$ cat config.mk
export PLATFORM = sky130hd
export DESIGN_NAME = clock_setter_flat
export DESIGN_NICKNAME = d
export VERILOG_FILES = /design/src/rtl/clock_setter_if.sv /design/src/rtl/clock_setter.sv /design/src/flat_wrapper.sv
export SDC_FILE = /design/constraint.sdc
export NUM_CORES = 1
export LEC_CHECK = 0
export CELL_PAD_IN_SITES_DETAIL_PLACEMENT = 2
export CELL_PAD_IN_SITES_GLOBAL_PLACEMENT = 2
export CORE_AREA = 4 4 60 103
export CTS_CLUSTER_DIAMETER = 30
export DETAILED_ROUTE_END_ITERATION = 8
export DIE_AREA = 0 0 64 107
export DONT_BUFFER_PORTS = 1
export GPL_TIMING_DRIVEN = 0
export PLACE_DENSITY = 0.84
export SLEW_MARGIN = 10
export SYNTH_ARGS = -nofsm -noshare
export SYNTH_HDL_FRONTEND = slang
export SYNTH_SLANG_ARGS = --single-unit
$ cat constraint.sdc
create_clock -name clk -period 4.3 [get_ports clk]
set_input_delay 0.86 -clock clk [delete_from_list [all_inputs] [get_ports clk]]
set_output_delay 0.86 -clock clk [all_outputs]
set_load 0.01 [all_outputs]
$ cat src/rtl/clock_setter_if.sv
// Front-panel / clock-core connection bundle for the time-entry controller.
// The master side drives buttons and the clock's running time. The slave side
// (clock_setter) returns the edited value, the load strobes and the edit flags.
interface clock_setter_if;
    logic       btn_set;
    logic       btn_inc;
    logic       btn_cancel;
    logic       sel_alarm;
    logic [1:0] H_cur1;
    logic [3:0] H_cur0;
    logic [2:0] M_cur1;
    logic [3:0] M_cur0;
    logic [1:0] H_in1;
    logic [3:0] H_in0;
    logic [2:0] M_in1;
    logic [3:0] M_in0;
    logic       LD_time;
    logic       LD_alarm;
    logic       edit_hour;
    logic       edit_min;

    modport master (
        output btn_set, btn_inc, btn_cancel, sel_alarm,
        output H_cur1, H_cur0, M_cur1, M_cur0,
        input  H_in1, H_in0, M_in1, M_in0,
        input  LD_time, LD_alarm, edit_hour, edit_min
    );

    modport slave (
        input  btn_set, btn_inc, btn_cancel, sel_alarm,
        input  H_cur1, H_cur0, M_cur1, M_cur0,
        output H_in1, H_in0, M_in1, M_in0,
        output LD_time, LD_alarm, edit_hour, edit_min
    );
endinterface

$ cat src/rtl/clock_setter.sv
// Button-driven time-entry controller. Preloads BCD hour/minute from the
// running clock (or the alarm shadow), lets the user step hour then minute,
// and commits with an LD_CYCLES-wide LD_time or LD_alarm pulse.
module clock_setter #(
    parameter int LD_CYCLES = 1
) (
    input  logic          clk,
    input  logic          reset,
    clock_setter_if.slave bus
);
    typedef enum logic [1:0] {IDLE, EDIT_H, EDIT_M, COMMIT} state_t;

    state_t     state_reg, state_next;
    logic       target_reg, target_next;      // 1 = editing alarm time
    logic [1:0] h1_reg, h1_next;
    logic [3:0] h0_reg, h0_next;
    logic [2:0] m1_reg, m1_next;
    logic [3:0] m0_reg, m0_next;
    logic [1:0] sh_h1_reg, sh_h1_next;        // alarm shadow
    logic [3:0] sh_h0_reg, sh_h0_next;
    logic [2:0] sh_m1_reg, sh_m1_next;
    logic [3:0] sh_m0_reg, sh_m0_next;
    logic [2:0] cnt_reg, cnt_next;            // commit pulse cycle counter
    logic       set_q_reg, inc_q_reg, cancel_q_reg;
    logic       ld_time_reg, ld_alarm_reg, edit_hour_reg, edit_min_reg;

    logic set_rise, inc_rise, cancel_rise;
    assign set_rise    = bus.btn_set    & ~set_q_reg;
    assign inc_rise    = bus.btn_inc    & ~inc_q_reg;
    assign cancel_rise = bus.btn_cancel & ~cancel_q_reg;

    // BCD hour step 00..23; any out-of-range value snaps to 00
    function automatic logic [5:0] hour_step(input logic [1:0] t, input logic [3:0] o);
        if (t > 2'd2 || o > 4'd9 || (t == 2'd2 && o >= 4'd3))
            hour_step = 6'd0;
        else if (o == 4'd9)
            hour_step = {t + 2'd1, 4'd0};
        else
            hour_step = {t, o + 4'd1};
    endfunction

    // BCD minute step 00..59; wraps without carry, out-of-range snaps to 00
    function automatic logic [6:0] min_step(input logic [2:0] t, input logic [3:0] o);
        if (t > 3'd5 || o > 4'd9 || (t == 3'd5 && o == 4'd9))
            min_step = 7'd0;
        else if (o == 4'd9)
            min_step = {t + 3'd1, 4'd0};
        else
            min_step = {t, o + 4'd1};
    endfunction

    // Next-state, edit-field and shadow logic; cancel > set > inc
    always_comb begin
        state_next  = state_reg;
        target_next = target_reg;
        h1_next     = h1_reg;
        h0_next     = h0_reg;
        m1_next     = m1_reg;
        m0_next     = m0_reg;
        sh_h1_next  = sh_h1_reg;
        sh_h0_next  = sh_h0_reg;
        sh_m1_next  = sh_m1_reg;
        sh_m0_next  = sh_m0_reg;
        cnt_next    = cnt_reg;
        case (state_reg)
            IDLE: begin
                if (set_rise) begin
                    target_next = bus.sel_alarm;
                    if (bus.sel_alarm) begin
                        h1_next = sh_h1_reg;
                        h0_next = sh_h0_reg;
                        m1_next = sh_m1_reg;
                        m0_next = sh_m0_reg;
                    end else begin
                        h1_next = bus.H_cur1;
                        h0_next = bus.H_cur0;
                        m1_next = bus.M_cur1;
                        m0_next = bus.M_cur0;
                    end
                    state_next = EDIT_H;
                end
            end
            EDIT_H: begin
                if (cancel_rise)
                    state_next = IDLE;
                else if (set_rise)
                    state_next = EDIT_M;
                else if (inc_rise)
                    {h1_next, h0_next} = hour_step(h1_reg, h0_reg);
            end
            EDIT_M: begin
                if (cancel_rise) begin
                    state_next = IDLE;
                end else if (set_rise) begin
                    state_next = COMMIT;
                    cnt_next   = 3'd0;
                    if (target_reg) begin
                        sh_h1_next = h1_reg;
                        sh_h0_next = h0_reg;
                        sh_m1_next = m1_reg;
                        sh_m0_next = m0_reg;
                    end
                end else if (inc_rise) begin
                    {m1_next, m0_next} = min_step(m1_reg, m0_reg);
                end
            end
            COMMIT: begin
                if (cnt_reg == 3'(LD_CYCLES - 1))
                    state_next = IDLE;
                else
                    cnt_next = cnt_reg + 3'd1;
            end
            default: state_next = IDLE;
        endcase
    end

    // FSM state register
    always_ff @(posedge clk or posedge reset) begin
        if (reset) state_reg <= IDLE;
        else       state_reg <= state_next;
    end

    // Datapath, edge-detect flops and registered outputs decoded from next state
    always_ff @(posedge clk or posedge reset) begin
        if (reset) begin
            target_reg    <= 1'b0;
            h1_reg        <= '0;
            h0_reg        <= '0;
            m1_reg        <= '0;
            m0_reg        <= '0;
            sh_h1_reg     <= '0;
            sh_h0_reg     <= '0;
            sh_m1_reg     <= '0;
            sh_m0_reg     <= '0;
            cnt_reg       <= '0;
            set_q_reg     <= 1'b1;
            inc_q_reg     <= 1'b1;
            cancel_q_reg  <= 1'b1;
            ld_time_reg   <= 1'b0;
            ld_alarm_reg  <= 1'b0;
            edit_hour_reg <= 1'b0;
            edit_min_reg  <= 1'b0;
        end else begin
            target_reg    <= target_next;
            h1_reg        <= h1_next;
            h0_reg        <= h0_next;
            m1_reg        <= m1_next;
            m0_reg        <= m0_next;
            sh_h1_reg     <= sh_h1_next;
            sh_h0_reg     <= sh_h0_next;
            sh_m1_reg     <= sh_m1_next;
            sh_m0_reg     <= sh_m0_next;
            cnt_reg       <= cnt_next;
            set_q_reg     <= bus.btn_set;
            inc_q_reg     <= bus.btn_inc;
            cancel_q_reg  <= bus.btn_cancel;
            ld_time_reg   <= (state_next == COMMIT) && !target_next;
            ld_alarm_reg  <= (state_next == COMMIT) &&  target_next;
            edit_hour_reg <= (state_next == EDIT_H);
            edit_min_reg  <= (state_next == EDIT_M);
        end
    end

    assign bus.H_in1     = h1_reg;
    assign bus.H_in0     = h0_reg;
    assign bus.M_in1     = m1_reg;
    assign bus.M_in0     = m0_reg;
    assign bus.LD_time   = ld_time_reg;
    assign bus.LD_alarm  = ld_alarm_reg;
    assign bus.edit_hour = edit_hour_reg;
    assign bus.edit_min  = edit_min_reg;
endmodule

$ cat src/flat_wrapper.sv
// flat-port wrapper written by rule: the top's interface ports become plain ports
module clock_setter_flat 
#(
    parameter int LD_CYCLES = 1
)
  (clk, reset, bus_btn_set, bus_btn_inc, bus_btn_cancel, bus_sel_alarm, bus_H_cur1, bus_H_cur0, bus_M_cur1, bus_M_cur0, bus_H_in1, bus_H_in0, bus_M_in1, bus_M_in0, bus_LD_time, bus_LD_alarm, bus_edit_hour, bus_edit_min);
  clock_setter_if bus_i ();
  input  logic clk;
  input  logic reset;
  input wire logic [$bits(bus_i.btn_set)-1:0] bus_btn_set;
  input wire logic [$bits(bus_i.btn_inc)-1:0] bus_btn_inc;
  input wire logic [$bits(bus_i.btn_cancel)-1:0] bus_btn_cancel;
  input wire logic [$bits(bus_i.sel_alarm)-1:0] bus_sel_alarm;
  input wire logic [$bits(bus_i.H_cur1)-1:0] bus_H_cur1;
  input wire logic [$bits(bus_i.H_cur0)-1:0] bus_H_cur0;
  input wire logic [$bits(bus_i.M_cur1)-1:0] bus_M_cur1;
  input wire logic [$bits(bus_i.M_cur0)-1:0] bus_M_cur0;
  output wire logic [$bits(bus_i.H_in1)-1:0] bus_H_in1;
  output wire logic [$bits(bus_i.H_in0)-1:0] bus_H_in0;
  output wire logic [$bits(bus_i.M_in1)-1:0] bus_M_in1;
  output wire logic [$bits(bus_i.M_in0)-1:0] bus_M_in0;
  output wire logic [$bits(bus_i.LD_time)-1:0] bus_LD_time;
  output wire logic [$bits(bus_i.LD_alarm)-1:0] bus_LD_alarm;
  output wire logic [$bits(bus_i.edit_hour)-1:0] bus_edit_hour;
  output wire logic [$bits(bus_i.edit_min)-1:0] bus_edit_min;
  assign bus_i.btn_set = bus_btn_set;
  assign bus_i.btn_inc = bus_btn_inc;
  assign bus_i.btn_cancel = bus_btn_cancel;
  assign bus_i.sel_alarm = bus_sel_alarm;
  assign bus_i.H_cur1 = bus_H_cur1;
  assign bus_i.H_cur0 = bus_H_cur0;
  assign bus_i.M_cur1 = bus_M_cur1;
  assign bus_i.M_cur0 = bus_M_cur0;
  assign bus_H_in1 = bus_i.H_in1;
  assign bus_H_in0 = bus_i.H_in0;
  assign bus_M_in1 = bus_i.M_in1;
  assign bus_M_in0 = bus_i.M_in0;
  assign bus_LD_time = bus_i.LD_time;
  assign bus_LD_alarm = bus_i.LD_alarm;
  assign bus_edit_hour = bus_i.edit_hour;
  assign bus_edit_min = bus_i.edit_min;
  clock_setter #(.LD_CYCLES(LD_CYCLES)) u_core (.clk(clk), .reset(reset), .bus(bus_i));
endmodule
# == After elaboration in Yosys (flattened, before gate mapping) ==
# Cells that the tools add are included.
# classes
add_sub_neg,5
order_cmp,5
n_eq_ne,21
muxes,41
bitwise_logic,7
reduce_logical,20
# ops
operator,count
$mux W4,10
$mux W3,8
$mux W2,11
$pmux W4 S2,2
$mux W7,2
$mux W6,2
$pmux W3 S2,2
$reduce_and A6 Y1,2
$eq A2 B2 Y1 const B,5
$ne A2 B2 Y1 const B,5
$reduce_and A5 Y1,2
$add A4 B1 Y4 const B,2
$eq A4 B4 Y1 const B,2
$gt A4 B4 Y1 const B,2
$ne A2 B1 Y1 const B,4
$pmux W2 S4,1
$reduce_and A4 Y1,2
$add A3 B1 Y3 const B,2
$ne A3 B1 Y1 const B,2
$reduce_bool A2 Y1,3
$eq A2 B1 Y1 const B,2
$ge A4 B2 Y1 const B,1
$logic_and A1 B1 Y1,4
$logic_or A1 B1 Y1,4
other kinds (11),17
# word_totals
ff_bits,39
input_bits,19

# == Logic depth before layout (Yosys ltp) ==
# Gate-level depths: netlist of the first run.
# logic_depth
word_depth,8
mapped_depth,7
ltp_nobuf,7

# == Worst setup path before layout of the first run ==
# OpenSTA, ideal clock, no wires.
# synth_path
path_kind,input port to flip-flop
start,input bus_btn_set
end,register u_core.sh_h0_reg[0]
arrival_ns,1.873
path_slack_ns,2.302
cell_stages,6
n_path_buf,2
path_cell_list,nand2b_1 -> nor2_1 -> and3_1 -> buf_6 -> buf_8 -> mux2_4
# synth_via
elab_chain_cells,2
# synth_lines
item,line_no,source
start: declaration,flat_wrapper.sv:10,input wire logic [$bits(bus_i.btn_set)-1:0] bus_btn_set;
$and A1 B1 Y1,clock_setter.sv:28,assign set_rise = bus.btn_set & ~set_q_reg;
$reduce_and A4 Y1 (no line),-,
end signal: assignment,clock_setter.sv:150,sh_h0_reg <= sh_h0_next;
end: declaration,clock_setter.sv:20,"logic [3:0] sh_h0_reg, sh_h0_next;"
# No other way between the ends.
# A chain may end at the register's enable or synchronous reset.

# == Worst setup path in the final report of the first run ==
# layout_path
start,input bus_btn_set
end,register u_core.sh_h0_reg[1]
# The elaborated chain is that of the path after synthesis.

==> flow_summary.ini, run 1 <==
[clock_network]
cts_made_buffers = 5
path_clk_slew_ns = 0.07
cts.sinks = 39
htreeDepth = 2
holdBufCountCts = 0
cts_tree = yes
clock-root-buffer = clkbuf_8
clock_latency_ns = 0.29
cts_resized = 0
cts_setup_buffers = 0
clk_path_buf_depth = 2

[die]
die_area_um2 = 6848
coreArea_um2 = 5299
die_y_um = 107
num_rows = 35
initial_utilization_pct = 41.91
io_pins = 36
die_width_um = 64

[routing]
vias = 1691
wire_per_inst_um = 20.05
first_iter_violations = 46
totalWireLength_um = 5896
drc = 0
via_per_inst = 5.752
ant_nets = 0
drt_first_pass_iters = 4

[placed_design]
globalplace.congestion = 0.7638
place_hpwl_um = 4469
numPortBuffers = 0
place_area_um2 = 2333

[global_route]
antenna_found_initial = 0
grt.total_usage_pct = 18.36
gr-total-overflow = 0
grt_max_degree = 31
grt_pass1_wl_um = 9756
grt_pass1_vias = 1923

[synth]
ys_ff_latch = 39
synthDistinctLibCells = 49
synth-xor-area-share_pct = 0
yosys.area_share.simple_pct = 16.56
synth-compound-area-share_pct = 15.61
yosysSeqAreaShare_pct = 44.11
netlist_instances = 211
synth_ff_type = dfrtp_1
synth_fa_ha_area_share_pct = 3.380
async_flop_share_pct = 100.0
yosys_warnings = 0
synth_top_family_by_area = simple AND/OR/NAND/NOR gates
synth_fp_nets = 236
avgSynthCellArea_um2 = 10.53
syn_area_um2 = 2221
synth_edf_count = 0
synth_mux_area_share_pct = 15.27

[worst_setup_path]
reg2reg_slack_ns = 2.44
crit_start = bus_btn_set
crit_fanout = 10
r2r_start = u_core.bus.M_in1[1]
endpoint_kind = flip-flop
worstPathArrival_ns = 2.13
reg2reg_to = u_core.bus.M_in1[1]
reg2reg_depth = 7
required_ns = 4.48
path_class = input port to flip-flop
startpoint_type = input port

[power]
combPwrFrac_pct = 40.0
clockPowerShare_pct = 15.4
power_density_nw_per_um2 = 651.7
p_int_w = 0.0009048
p_leak_nw = 1.077
power.switching_w = 0.0006689
switching_share_pct = 42.51
seq_power_share_pct = 44.6
vdd_drop_max_mv = 0.2680

[layout]
nNetsFinal = 244
fill_cells = 577
postLayoutCellArea_um2 = 2415
syn_to_final_growth_pct = 8.733
multi_input_area_um2 = 1129
layout_commonest_cell = dfrtp_1
drive_above_1_share_pct = 18.64
seqCellArea_um2 = 979.7
fin_util_pct = 45.57
layout_common_cells = 36 x dfrtp_1, 18 x nor2_1, 14 x mux2i_1
antenna_cells = 0

[timing]
finalSetupViolCount = 0
worst_pin_slew_ns = 0.4970
finalClockSkew_ns = 0.004933
slew_headroom_pct = 66.35
finalCriticalPeriod_ns = 1.957
max_freq_mhz = 510.9
slew_viol_final = 0
finalHoldViolCount = 0
rsz0062_at_grt = false
whs_ns = 0.3724
finalCritPeriodShare_pct = 45.52
fin_tns_setup_ns = 0

[outcome]
status = completed

[job]
maxCapViolations = 0

[min_path]
hp-class = input port to async pin
## final cells by class
cell class | instances | share of cell area, %
Buffer | 11 | 3.109
Clock buffer | 7 | 3.161
Clock inverter | 1 | 0.2073
Inverter | 10 | 1.554
Multi-Input combinational cell | 151 | 46.74
Sequential cell | 39 | 40.57
Tap cell | 74 | 3.834
Timing Repair Buffer | 1 | 0.8290
## worst max-delay path: stages
cell      delay (ns)
nand2b_1        0.16
nor2_1          0.28
and3_1          0.22
buf_6           0.12
buf_8           0.17
mux2_4          0.31
## cell usage after synthesis, types with 2 or more instances
| library cell | count | area [um2] |
|---|---|---|
| buf_2 | 6 | 30.03 |
| nor4bb_1 | 2 | 20.02 |
| mux2_2 | 3 | 33.78 |
| nand3_1 | 9 | 45.04 |
| nor2_1 | 18 | 67.56 |
| o22a_1 | 3 | 26.28 |
| o32a_1 | 2 | 20.02 |
| mux2_4 | 11 | 165.2 |
| buf_6 | 2 | 22.52 |
| ha_1 | 6 | 75.07 |
| a211oi_1 | 2 | 15.01 |
| nand2b_1 | 3 | 18.77 |
| a21oi_1 | 8 | 40.04 |
| nor3_1 | 3 | 15.01 |
| nand4_1 | 5 | 31.28 |
| o21ai_0 | 11 | 55.05 |
| dfrtp_1 | 36 | 900.9 |
| mux2i_1 | 14 | 140.1 |
| a2bb2oi_1 | 2 | 17.52 |
| nand2_1 | 11 | 41.29 |
| dfstp_2 | 3 | 78.83 |
| o22ai_1 | 3 | 18.77 |
| o211ai_1 | 2 | 15.01 |
| clkbuf_1 | 2 | 7.510 |
| a31oi_1 | 2 | 12.51 |
| o21ai_1 | 5 | 25.02 |
| inv_1 | 10 | 37.54 |
| nor2b_1 | 6 | 37.54 |
## through the flow
step                power (W)  worst slack (ns)  cells
global route         0.001710             2.240    294
CTS                  0.001596             2.348    294
detailed placement   0.001347             2.045    286
finish               0.001574             2.343    294
floorplan            0.001155             2.302    211
global placement     0.001300             2.033    285
## cells by family after synthesis
| kind of cell | Yosys count |
|---|---|
| adders and majority gates | 6 |
| AOI/OAI and AO/OA | 50 |
| DFF | 39 |
| buffers and inverters | 21 |
| muxes | 28 |
| and+or+nand+nor | 67 |
## power by group through the flow
stage | Sequential, W | Clock (W) | Combinational [W]
after global placement | 0.000701 | 0 | 0.000599
after global routing | 0.000728 | 0.000267 | 0.000714
after floorplan | 0.000653 | 0 | 0.000502
after CTS | 0.000706 | 0.000250 | 0.000640
final | 0.000702 | 0.000242 | 0.000630
after detailed placement | 0.000711 | 0 | 0.000636
## routing by layer
layer  track usage [%]  wire (um)  vias up
met2             35.90       3377       28
met4             6.182         95        0
li1                  -          -      775
met1             18.75       2210      880
met3             3.459        213        8
met5                 0          0        -
## worst max-delay path by stage
| stage | to | slack, ns | cells past startpoint |
|---|---|---|---|
| 5_1_grt | u_core.bus.H_in0[1] | 2.24 | 7 |
| 6_report | u_core.sh_h0_reg[1] | 2.34 | 6 |
| 3_5_place_dp | u_core.sh_h0_reg[0] | 2.05 | 6 |
| 2_1_floorplan | u_core.sh_h0_reg[0] | 2.30 | 6 |
| 3_3_place_gp | u_core.sh_m0_reg[0] | 2.03 | 6 |
| 4_1_cts | u_core.sh_m0_reg[3] | 2.35 | 6 |
Power figures use the tool's default switching activity.
==> run 2: changes to the inputs <==
ABC_AREA = 1   (was not set)
CORE_AREA = 4 4 68 117   (was 4 4 60 103)
DIE_AREA = 0 0 72 121   (was 0 0 64 107)
PLACE_DENSITY = 0.77   (was 0.84)
clock period = 1.7 ns   (was 4.3 ns; I/O delays follow)
==> run 2 against run 1 <==
Count of clock-buffer cells in the layout stayed put. Sequential cell count did not move. Sequential power grew 140%. Non-clock buffer count fell by 6. Hold slack got worse by 0.32 ns. Via count grew 13%. Largest cell class unchanged.
==> flow_summary.ini, run 2 <==
[outcome]
status = completed

[global_route]
gr-total-overflow = 0
grt_max_degree = 25
use_met1_pct = 15.13
grtUsageMet2_pct = 31.68
top_usage_layer = met2
grt_pass1_wl_um = 10590
grt_pass1_vias = 2184
antenna_found_initial = 0
grt.met3_usage_pct = 3.400
grt.total_usage_pct = 15.85

[power]
power_density_nw_per_um2 = 1661
p_leak_nw = 1.292
vdd_drop_max_mv = 0.7223

[clock_network]
clk_path_buf_depth = 2
clock_latency_ns = 0.29
cts.sinks = 39
htreeDepth = 2
clock-root-buffer = clkbuf_16
cts_tree = yes
path_clk_slew_ns = 0.06
cts_setup_buffers = 0
cts_made_buffers = 5

[worst_setup_path]
cp_top_family = simple AND/OR/NAND/NOR gates
required_ns = 1.88
endpoint_kind = flip-flop
crit_buf_inv = 1
crit_fanout = 8
r2r_start = u_core.bus.M_in1[0]
path_cells = ha_1 > nor2_1 > a21oi_1 > nand2_2 > nand3_4 > nand2_4 > inv_2 > nand2_1 > nand2_1
max_stage_delay_ns = 0.49
worstPathArrival_ns = 1.74
path_class = flip-flop to flip-flop
crit_slowest_cell = dfrtp_1
reg2reg_slack_ns = 0.14
crit_path_frequent_cell = nand2_1
startpoint_type = flip-flop
reg2reg_to = u_core.bus.M_in1[0]
reg2reg_depth = 9

[placed_design]
place_hpwl_um = 5024
dpl_worst_slack_ns = 0.05923
place_area_um2 = 2374
numPortBuffers = 0
globalplace.congestion = 0.7435

[synth]
netlist_instances = 285
synth_fp_nets = 310
async_flop_share_pct = 100.0
synthDistinctLibCells = 30
yosysSeqAreaShare_pct = 43.62
yosys-top-cells-area = dfrtp_1 40%, nand2_1 12%, inv_1 6.7%
synth_ff_type = dfrtp_1
yosysTopAreaCellShare_pct = 40.11
ys_ff_latch = 39
yosys_warnings = 0
synth_edf_count = 0
synth_top_area_cell = dfrtp_1
yosysMostFrequentCell = nand2_1
syn_area_um2 = 2246
synth_common_cells = 74 x nand2_1, 40 x inv_1, 36 x dfrtp_1
avgSynthCellArea_um2 = 7.880

[routing]
wire_per_inst_um = 16.30
ant_nets = 0
vias = 1913
drt_first_pass_iters = 4
first_iter_violations = 71
totalWireLength_um = 6211
drc = 0
via_per_inst = 5.021

[die]
die_y_um = 121
die_width_um = 72
io_pins = 36
die_area_um2 = 8712
initial_utilization_pct = 31.72
coreArea_um2 = 7079
num_rows = 41

[layout]
nNetsFinal = 319
drive_above_1_share_pct = 13.90
syn_to_final_growth_pct = 13.54
postLayoutCellArea_um2 = 2550
layout_commonest_cell = nand2_1
fill_cells = 835
antenna_cells = 0
layout_common_cells = 74 x nand2_1, 38 x inv_1, 35 x dfrtp_1

[timing]
fin_ws_ns = 0.1392
slew_headroom_pct = 70.99
finalHoldViolCount = 0
finalClockSkew_ns = 0.006784
finalSetupViolCount = 0
finalCriticalPeriod_ns = 1.561
slew_viol_final = 0
max_freq_mhz = 640.7
rsz0062_at_grt = false
finalCritPeriodShare_pct = 91.81
worst_pin_slew_ns = 0.4352

[job]
maxCapViolations = 0

[min_path]
whs_path_depth = 0
min_from = bus_btn_cancel
hp-class = input port to flip-flop
whs_endpoint = u_core.cancel_q_reg
==> run 2: cell types whose count changed after synthesis, moves of 5 or more <==
cell     change
mux2i_1     -14
nor2_1      +11
buf_2        -5
a21oi_1     +11
nor2b_1      -6
nand2_4      +5
nand3_1      +5
nand2_1     +63
inv_1       +30
mux2_4      -11
nand2_2      +5
==> run 2: how the worst max path moves through the flow <==
stage                        start                  end  cells after the start  slack (ns)
4_1_cts           u_core.set_q_reg  u_core.bus.M_in1[0]                     11        0.06
6_report       u_core.bus.M_in1[0]  u_core.bus.M_in1[0]                      9        0.14
3_3_place_gp                 reset  u_core.bus.H_in1[1]                      1       -0.12
5_1_grt        u_core.bus.M_in1[0]  u_core.bus.M_in1[1]                      9       0.005
2_1_floorplan     u_core.set_q_reg  u_core.bus.M_in1[0]                     11        0.31
3_5_place_dp      u_core.set_q_reg  u_core.bus.M_in1[0]                     11        0.06
==> run 2: routing by layer <==
layer | vias up | routed length [um]
met4 | 0 | 97
li1 | 921 | -
met3 | 7 | 245
met1 | 958 | 2195
met2 | 27 | 3673
met5 | - | 0
==> run 2: area by class of cell <==
type	count	area (um2)	area share (%)
Sequential cell	39	980.9	38.47
Clock inverter	1	7.507	0.2944
Inverter	45	178.9	7.017
Buffer	4	31.28	1.227
Clock buffer	7	152.6	5.986
Multi-Input combinational cell	197	1061	41.61
Tap cell	86	107.6	4.220
Timing Repair Buffer	2	30.03	1.178
==> run 2: power by group <==
part	internal [W]	switching, W	leakage (nW)
Combinational	0.000524	0.000983	0.750
Sequential	0.00127	0.000445	0.465
Clock	0.000624	0.000390	0.0761
Total	0.00242	0.00182	1.29
==> run 2: what timing repair did <==
item,in CTS,in global routing
hold endpoints to repair,12,0
setup endpoints to repair,0,4
gates resized for setup,0,3
hold buffers,1,0
==> run 2: through the flow <==
stage	total power, W	util, %	std cells	hold slack, ns	setup TNS, ns
after floorplan	0.002803	-	285	0.3445	0
after global placement	0.003159	33.25	371	0.3446	-4.213
after detailed placement	0.003272	33.53	372	0.2231	0
after CTS	0.004321	35.93	381	0.04038	0
after global routing	0.004611	36.02	381	0.03871	0
final	0.004236	36.02	381	0.04915	0
==> run 2: logic make-up (layout without fill, tap and decap cells) <==
kind of cell    after synthesis  after routing  synth area share, %
flops                        39             39                43.62
fa+ha+maj                     6              6                3.343
xor+xnor                      3              3                1.170
simple gates                137            137                29.58
buf+inv                      49             59                9.359
compound gates               51             51                12.92
